**config.mk**
```make
export PLATFORM = sky130hd
export DESIGN_NAME = rvfi_reg_source
export DESIGN_NICKNAME = d
export VERILOG_FILES = /design/src/rtl/rvfi_reg_source.sv
export SDC_FILE = /design/constraint.sdc
export NUM_CORES = 2
export LEC_CHECK = 0
export CAP_MARGIN = 20
export CELL_PAD_IN_SITES_DETAIL_PLACEMENT = 1
export CELL_PAD_IN_SITES_GLOBAL_PLACEMENT = 2
export CORE_ASPECT_RATIO = 0.6
export CORE_MARGIN = 2
export CORE_UTILIZATION = 40
export DETAILED_ROUTE_END_ITERATION = 10
export GPL_TIMING_DRIVEN = 0
export PLACE_DENSITY_LB_ADDON = 0.1
export REMOVE_ABC_BUFFERS = 1
export SLEW_MARGIN = 20
export SYNTH_ARGS = -nofsm -noshare
export SYNTH_HDL_FRONTEND = slang
export SYNTH_SLANG_ARGS = --single-unit
```
**constraint.sdc**
```tcl
create_clock -name clock -period 2.3 [get_ports clock]
set_clock_uncertainty 0.1 [all_clocks]
set_input_delay 0.23 -clock clock [delete_from_list [all_inputs] [get_ports clock]]
set_output_delay 0.23 -clock clock [all_outputs]
set_load 0.005 [all_outputs]
```
**src/rtl/rvfi_reg_source.sv**
```systemverilog
// -----------------------------------------------------------------------------
// rvfi_reg_source
//
// Golden RVFI retirement-trace generator. Accepts abstract retire requests on
// NRET channels and keeps its own architectural register file. One cycle later
// it emits RVFI packets whose rs1/rs2 read data match every earlier write,
// including writes from lower-indexed channels retiring in the same cycle.
//
// Ports:
//   clock, reset      system clock, synchronous active-high reset
//   init_value        reset value for x1..x31 when ZERO_INIT=0
//   stall             blocks acceptance of every channel this cycle
//   req_valid         per-channel retire request (index = program order)
//   req_insn          instruction word per channel
//   req_rs1_addr      source 1 index per channel
//   req_rs2_addr      source 2 index per channel
//   req_rd_addr       destination index per channel
//   req_rd_wdata      destination write value per channel
//   req_ready         = !stall && !reset
//   rvfi_*            registered RVFI retirement packet, one cycle latency
// -----------------------------------------------------------------------------
module rvfi_reg_source #(
    parameter int NRET      = 1,
    parameter int XLEN      = 32,
    parameter bit ZERO_INIT = 1'b1
) (
    input  logic                 clock,
    input  logic                 reset,
    input  logic [XLEN-1:0]      init_value,
    input  logic                 stall,
    input  logic [NRET-1:0]      req_valid,
    input  logic [32*NRET-1:0]   req_insn,
    input  logic [5*NRET-1:0]    req_rs1_addr,
    input  logic [5*NRET-1:0]    req_rs2_addr,
    input  logic [5*NRET-1:0]    req_rd_addr,
    input  logic [XLEN*NRET-1:0] req_rd_wdata,
    output logic                 req_ready,
    output logic [NRET-1:0]      rvfi_valid,
    output logic [64*NRET-1:0]   rvfi_order,
    output logic [32*NRET-1:0]   rvfi_insn,
    output logic [5*NRET-1:0]    rvfi_rs1_addr,
    output logic [5*NRET-1:0]    rvfi_rs2_addr,
    output logic [5*NRET-1:0]    rvfi_rd_addr,
    output logic [XLEN*NRET-1:0] rvfi_rs1_rdata,
    output logic [XLEN*NRET-1:0] rvfi_rs2_rdata,
    output logic [XLEN*NRET-1:0] rvfi_rd_wdata
);

    // Architectural register file. Entry 0 is held at zero and never written,
    // so reads of x0 are also masked explicitly below.
    logic [XLEN-1:0] regs [32];
    logic [63:0]     order_q;

    // Stage p0: combinational acceptance, forwarding and order assignment
    logic [NRET-1:0] vld_p0;
    logic [XLEN-1:0] rs1_rdata_p0 [NRET];
    logic [XLEN-1:0] rs2_rdata_p0 [NRET];
    logic [XLEN-1:0] rd_wdata_p0  [NRET];
    logic [63:0]     order_p0     [NRET];
    logic [63:0]     order_next_p0;

    assign req_ready = !stall && !reset;

    always_comb begin
        logic [4:0] a1, a2, rdj;
        order_next_p0 = order_q;
        vld_p0        = '0;
        for (int c = 0; c < NRET; c++) begin
            rs1_rdata_p0[c] = '0;
            rs2_rdata_p0[c] = '0;
            rd_wdata_p0[c]  = '0;
            order_p0[c]     = '0;
        end
        for (int c = 0; c < NRET; c++) begin
            vld_p0[c] = req_valid[c] && req_ready;
            a1 = req_rs1_addr[5*c +: 5];
            a2 = req_rs2_addr[5*c +: 5];
            rs1_rdata_p0[c] = (a1 == 5'd0) ? '0 : regs[a1];
            rs2_rdata_p0[c] = (a2 == 5'd0) ? '0 : regs[a2];
            // Forward writes from earlier accepted channels; scanning upward
            // lets the highest-index earlier writer win. Channel c itself is
            // excluded so its own write never reaches its own sources.
            for (int j = 0; j < NRET; j++) begin
                rdj = req_rd_addr[5*j +: 5];
                if (j < c && vld_p0[j] && rdj != 5'd0) begin
                    if (rdj == a1) rs1_rdata_p0[c] = req_rd_wdata[XLEN*j +: XLEN];
                    if (rdj == a2) rs2_rdata_p0[c] = req_rd_wdata[XLEN*j +: XLEN];
                end
            end
            if (req_rd_addr[5*c +: 5] != 5'd0)
                rd_wdata_p0[c] = req_rd_wdata[XLEN*c +: XLEN];
            // Skipped channels consume no order number.
            if (vld_p0[c]) begin
                order_p0[c]   = order_next_p0;
                order_next_p0 = order_next_p0 + 64'd1;
            end
        end
    end

    // Stage p1: registered RVFI packet and architectural state update
    always_ff @(posedge clock) begin
        if (reset) begin
            rvfi_valid     <= '0;
            rvfi_order     <= '0;
            rvfi_insn      <= '0;
            rvfi_rs1_addr  <= '0;
            rvfi_rs2_addr  <= '0;
            rvfi_rd_addr   <= '0;
            rvfi_rs1_rdata <= '0;
            rvfi_rs2_rdata <= '0;
            rvfi_rd_wdata  <= '0;
            order_q        <= '0;
            regs[0]        <= '0;
            for (int r = 1; r < 32; r++)
                regs[r] <= ZERO_INIT ? '0 : init_value;
        end else begin
            order_q <= order_next_p0;
            for (int c = 0; c < NRET; c++) begin
                rvfi_valid[c] <= vld_p0[c];
                if (vld_p0[c]) begin
                    rvfi_order[64*c +: 64]       <= order_p0[c];
                    rvfi_insn[32*c +: 32]        <= req_insn[32*c +: 32];
                    rvfi_rs1_addr[5*c +: 5]      <= req_rs1_addr[5*c +: 5];
                    rvfi_rs2_addr[5*c +: 5]      <= req_rs2_addr[5*c +: 5];
                    rvfi_rd_addr[5*c +: 5]       <= req_rd_addr[5*c +: 5];
                    rvfi_rs1_rdata[XLEN*c +: XLEN] <= rs1_rdata_p0[c];
                    rvfi_rs2_rdata[XLEN*c +: XLEN] <= rs2_rdata_p0[c];
                    rvfi_rd_wdata[XLEN*c +: XLEN]  <= rd_wdata_p0[c];
                end else begin
                    rvfi_order[64*c +: 64]       <= '0;
                    rvfi_insn[32*c +: 32]        <= '0;
                    rvfi_rs1_addr[5*c +: 5]      <= '0;
                    rvfi_rs2_addr[5*c +: 5]      <= '0;
                    rvfi_rd_addr[5*c +: 5]       <= '0;
                    rvfi_rs1_rdata[XLEN*c +: XLEN] <= '0;
                    rvfi_rs2_rdata[XLEN*c +: XLEN] <= '0;
                    rvfi_rd_wdata[XLEN*c +: XLEN]  <= '0;
                end
            end
            // Later channels are written last, so the highest-index writer
            // to a given rd lands in the register file.
            for (int c = 0; c < NRET; c++) begin
                if (vld_p0[c] && req_rd_addr[5*c +: 5] != 5'd0)
                    regs[req_rd_addr[5*c +: 5]] <= req_rd_wdata[XLEN*c +: XLEN];
            end
        end
    end

endmodule

```
==> reports/metrics.csv <==
stage;metric;value;unit
placement;global placer's final weighted congestion;0.761;
flow_run;max-cap viol count;0;
route;via count;39700;
clocking;clock root cell;clkbuf_16;
floorplanning;Starting Density;0.405;
critical_path;r2r endpoint;order_q[54];
logic_synthesis;largest area contributor in the netlist;edfxtp_1;
logic_synthesis;mux cell area share after synthesis;0.227;
clocking;Sink Count;1296;
timing;final hold vios;0;
critical_path;Worst setup startpoint;order_q[9];
critical_path;Max Fanout on Critical Path;7;
logic_synthesis;Post-Synth Simple-Gate Area;0.138;
final_layout;Finished Layout Cells;6674;
route;Antenna Nets Post-Route;0;
clocking;Max H-tree Level;4;
critical_path;critical path's largest stage delay;0.63;ns
final_layout;most common cell after layout, fill and taps aside;and2_1;
critical_path;Critical Path Sink;order_q[54];
logic_synthesis;post-synthesis compound-gate area fraction;0.0231;
final_layout;share of cells above drive strength 1;0.250;
logic_synthesis;largest family of logic cells by synthesized area;multiplexers;
pwr;power per standard cell area;718;nW/um2
route;DRC viols;0;
global_routing;vias in the first global route;40300;
global_routing;first-pass GRT wire length;313000;um
timing;Final Cycle Share;1.16;
critical_path;slowest CP cell;or4b_4;
critical_path;RR Startpoint;order_q[9];
route;routed vias/inst;5.95;
clocking;Worst-Skew Late Latency;0.79;ns
critical_path;arrival time worst endpoint;3.27;ns
critical_path;Worst R2R Setup Slack;-0.36;ns
critical_path;critical path class;reg -> reg;
route;DR WL/cell;33.9;um
logic_synthesis;XOR/XNOR Fraction of Synth Area;0.00451;
timing;Slew HR;0.267;
logic_synthesis;Yosys top cell area share;0.495;
floorplanning;Core Rows;111;
placement;HPWL after DPL;123000;um
final_layout;most frequent cells in the layout;1126 x and2_1, 1024 x edfxtp_1, 512 x mux4_2, 266 x dfxtp_1, 254 x clkdlybuf4s50_1;
pwr;Worst IR Drop VDD;824;uV
critical_path;Cell Chain, Critical Path;nand4_1 > buf_4 > or4_4 > or4b_4 > or3_1 > a21oi_1;
timing;unrepaired setup endpoints after global routing;true;
floorplanning;CORE AREA;153000;um2
critical_path;Top delay family on crit path;simple AND/OR/NAND/NOR gates;
pwr;total power;54.9;mW
critical_path;Crit. End Element;flop;
timing;setup ws final;-0.360;ns
timing;worst-margin pin slew;1.10;ns
clocking;Clock Path Buffers;3;
logic_synthesis;Yosys reg bits;1296;
placement;IO Port Bufs;291;
logic_synthesis;Mapped Avg Cell Area;15.1;um2
floorplanning;I/O pin count;324;
global_routing;Tot GR Track Use;0.280;
timing;f_max;376;MHz
worst_hold_path;Worst Hold Class;in -> reg;
global_routing;largest net degree at the start of global routing;82;
clocking;clk slew on worst S/H paths;0.06;ns
placement;Inst Count DP;6138;
timing;setup violators final;54;
logic_synthesis;Post-Synthesis Cells;4109;
critical_path;WP buf/inv;1;
global_routing;GRT Residual Overflow;0;
logic_synthesis;sequential-to-total area share from yosys stat;0.582;
logic_synthesis;Area contributors post-synth;edfxtp_1 49%, mux4_2 19%, and2_1 11%;
floorplanning;chip height;309;um
pwr;Pleak;26.9;nW
clocking;CTS buffer count;133;
logic_synthesis;Cell Area, Synth;62200;um2
status;failing checks;setup timing;
floorplanning;die area;159000;um2
critical_path;CP required;2.91;ns
critical_path;cell count of the worst reg-to-reg path;6;
final_layout;Nets;4630;
final_layout;synth-to-layout area growth;23.0;%
critical_path;Crit path depth;6;
timing;Slew Viols, Final;0;
logic_synthesis;Distinct cells, synth;40;
route;drt pass-1 iters;6;
floorplanning;Die Wd;513;um
route;Initial DRC Count;4861;
global_routing;initial antenna violation count;16;
logic_synthesis;post-synthesis adder-cell area fraction;0.000201;
clocking;CTS tree;yes;
logic_synthesis;Ys Warns;0;
route;Post-Route WL;226000;um
critical_path;Worst setup SP type;flop;
timing;min Tclk post-route;2.66;ns
status;run status;complete, but fails checks;
-- how the worst min path moves through the flow --
stage	from	cells past startpoint	slack, ns	end
after global routing	reset	4	0.03	order_q[19]
after CTS	reset	3	0.001	order_q[14]
after floorplan	reset	1	0.20	order_q[12]
after detailed placement	order_q[63]	1	0.37	rvfi_order[63]
final	reset	4	0.03	order_q[7]
after global placement	order_q[63]	1	0.36	rvfi_order[63]
-- routing by layer --
metal	wire [um]	share of wire	vias to the layer above	GRT usage
met5	0	0	-	0
met2	102000	0.45	1787	0.433
met3	18700	0.083	283	0.0526
li1	-	-	16400	-
met4	5450	0.024	0	0.0741
met1	99800	0.44	21300	0.407
-- state kept, by name, summed over array words and instances, names as in the netlist --
signal,count
rvfi_rs2_addr,5
rvfi_rs1_rdata,32
regs,1024
rvfi_rd_addr,5
rvfi_valid,1
rvfi_rd_wdata,32
rvfi_rs1_addr,5
rvfi_rs2_rdata,32
order_q,64
rvfi_order,64
rvfi_insn,32
-- metrics by stage --
step,area (um2),hold WS [ns],worst slack [ns],utilization,setup TNS (ns)
global route,76400,0.0294,-0.394,0.498,-7.52
detailed placement,68200,0.370,-2.94,0.444,-4546.28
finish,76500,0.0298,-0.360,0.498,-5.03
CTS,75900,0.00144,-0.315,0.494,-12.31
global placement,66200,0.362,-15.91,0.431,-
floorplan,60800,0.199,-1.47,-,-2160.74
-- area by class of cell --
class,count,area (um2)
timing repair buffer,607,7870
clock buffer,197,3940
inverter,13,61.3
sequential,1296,36200
tap,2034,2540
antenna,13,32.5
fill,14500,77000
clock inverter,51,410
multi-input combinational,2463,25400
-- power breakdown --
part | switching [mW] | total (mW) | internal, mW
Combinational | 3.00 | 5.78 | 2.78
Clock | 9.84 | 22.2 | 12.4
Sequential | 0.540 | 26.8 | 26.3
-- cells by family (layout without fill, tap and decap cells) --
family                     after synthesis  after routing
and+or+nand+nor                       1416           1441
DFF                                   1296           1296
muxes                                  768            768
buffers and inverters                  406            868
AOI/OAI and AO/OA                      189            189
xor gates and xnor gates                32             32
adders and majority gates                1              1
other                                    1             45
-- tightest hold or removal path: stages --
cell    delay [ns]
buf_12        0.15
buf_16        0.17
buf_12        0.18
nor2_1        0.11
-- what timing repair did --
action                                   CTS  global route
buffers inserted                         146            16
pin swaps                                 51            16
cloned                                    32            12
gates resized for setup                   90            35
endpoints found under the hold margin    163            15
endpoints found under the setup margin  2086           263
hold buffers                              64             7
-- synthesized netlist by cell type --
| library cell | n |
|---|---|
| or4b_4 | 1 |
| clkinv_1 | 1 |
| or2_2 | 32 |
| nand2_1 | 36 |
| edfxtp_1 | 1024 |
| nor4_1 | 14 |
| conb_1 | 1 |
| xnor2_1 | 22 |
| buf_1 | 50 |
| o21ai_0 | 26 |
| nand4bb_1 | 1 |
| ha_1 | 1 |
| nand2b_1 | 4 |
| nand3_1 | 22 |
| and3_1 | 7 |
| nand4b_1 | 3 |
| or4b_1 | 1 |
| nand3b_1 | 5 |
| buf_2 | 19 |
| a21oi_1 | 31 |
| o22a_1 | 64 |
| dfxtp_1 | 272 |
| or3b_2 | 2 |
| or3b_1 | 1 |
| nor3_1 | 17 |
| xor2_1 | 10 |
| mux2i_1 | 256 |
| buf_6 | 1 |
| or4_4 | 1 |
| or3_1 | 27 |
| o221ai_1 | 64 |
| and2_1 | 1128 |
| and4_1 | 5 |
| inv_1 | 12 |
| nand4_1 | 20 |
| mux4_2 | 512 |
| or4_1 | 6 |
| nor2_1 | 83 |
| o31ai_1 | 4 |
| clkbuf_1 | 323 |
(Power assumes the default switching activity.)
==> variant (config.mk and constraints unchanged) <==
The parameter `ZERO_INIT` goes from 1'b1 to 1'b0.
--- a/src/rtl/rvfi_reg_source.sv
+++ b/src/rtl/rvfi_reg_source.sv
@@ -24,3 +24,3 @@
     parameter int XLEN      = 32,
-    parameter bit ZERO_INIT = 1'b1
+    parameter bit ZERO_INIT = 1'b0
 ) (
Check against the original RTL: not settled (the Yosys comparison gave no result); the edit may change what the design does.
==> variant against the original RTL <==
The flow finishes with violations (hold timing, setup timing). Routed wire length rose by 20%. Total power is 7.2% higher. Area after synthesis grew 9.0%. Combinational power grew 32%. First-iteration DRC count is 18% higher. Setup slack improved by 0.34 ns. Final area rose by 8.7%. Sequential cell count stayed put. Largest cell class unchanged.
==> variant: results <==
[status]
outcome = "finished with violations"
violations = "hold timing, setup timing"

[placement]
place_hpwl_um = 154000
post-place-ws_ns = -2.72
placed_area_sq_um = 75400
portBuffers = 323

[synth]
ys_types = 46
synthTopCellsByCount = "edfxtp_1 (1024), mux2_2 (993), mux4_2 (512)"
seq_area_frac_synth_pct = 53.4
netlist_top_cells_area = "edfxtp_1 (45%), mux4_2 (17%), mux2_2 (17%)"

[sta]
hold_violations = 1
setup_slack_ns = -0.0168
final.setup.tns_ns = -0.0681
holdWs_ns = -0.0119
setup_violations = 7

[drt]
drt_iter0_drc = 5756
vias = 44400
routed-wl-met3_um = 27600
wire_per_inst_um = 39.2
wl_met1_um = 119000
firstDrtPassIters = 5

[cells_and_area]
num-clock-buffers = 209
finish.utilization_pct = 49.6
inverters_excl_clock = 10
multi_input_comb_area_sq_um = 30600
ff_latch_area_sq_um = 36200
nNetsFinal = 4679
nFillCells = 15600
num-multi-input-gates = 2439
flops_and_latches = 1296
diodes = 2

[critical_path]
r2r_cells = 8
crit_slowest_cell = "o221ai_1"
arrival_ns = 2.84
cpPeakStageDelay_ns = 0.57

[clock_network]
cts_setup_buffers = 105
clockBufferDepth = 4
cts_made_buffers = 147
worstSkewPairLatency_ns = 0.81

[global_route]
antenna_found_initial = 9
grt_pass1_vias = 44200
grt_pass1_wl_um = 369000
grt_max_degree = 67

[power_and_ir_drop]
swShare_pct = 25.1

[die]
die_w_um = 535
==> variant: changes by cell type after synthesis, sizes merged, moves of 13 or more <==
cell    unedited run  this run
or2               32        16
nor2              83        68
nand4             20        33
nand2b             4        20
mux2               0       993
buf               70       168
and2            1128       139
==> variant: power groups by stage <==
stage | clock network [mW] | logic, mW | registers (mW)
after floorplan | 0 | 3.70 | 28.0
after global placement | 0 | 8.75 | 28.3
after detailed placement | 0 | 7.04 | 28.3
after CTS | 23.7 | 7.55 | 27.8
after global routing | 24.5 | 7.95 | 28.0
final | 23.3 | 7.61 | 27.9
==> variant: logic make-up (layout without fill, tap and decap cells) <==
family | Yosys count | count (layout) | share of synthesized area (%)
mux | 1761 | 1761 | 37.3
flops | 1296 | 1296 | 53.4
buf+inv | 511 | 936 | 3.02
simple gates | 424 | 428 | 3.65
compound gates | 181 | 181 | 2.09
xor+xnor | 36 | 36 | 0.466
fa+ha+maj | 1 | 1 | 0.0185
other cells | 1 | 34 | 0.00554
==> variant: worst paths after layout <==
| kind | from | end | slack, ns |
|---|---|---|---|
| worst min-delay path | req_rd_wdata[20] | rvfi_rd_wdata[20]$_SDFF_PP0_ | -0.01 |
| worst min register to register | order_q[63]$_SDFFE_PP0N_ | order_q[63]$_SDFFE_PP0N_ | 0.39 |
| worst max register to register | order_q[2]$_SDFFE_PP0N_ | order_q[61]$_SDFFE_PP0N_ | 0.04 |
| worst max-delay path | reset | rvfi_rs1_rdata[13]$_SDFF_PP0_ | -0.02 |
==> variant: per-layer routing <==
layer	GRT usage, %	vias to the layer above
li1	-	17500
met1	46.0	23900
met2	44.5	2410
met3	7.33	453
met4	8.95	4
met5	0	-
==> variant: critical path, delay by kind of cell <==
kind	cells	cell delay, ns
AO/OA/AOI/OAI	1	0.57
buffers and inverters	5	0.83
AND/OR/NAND/NOR	3	1.09
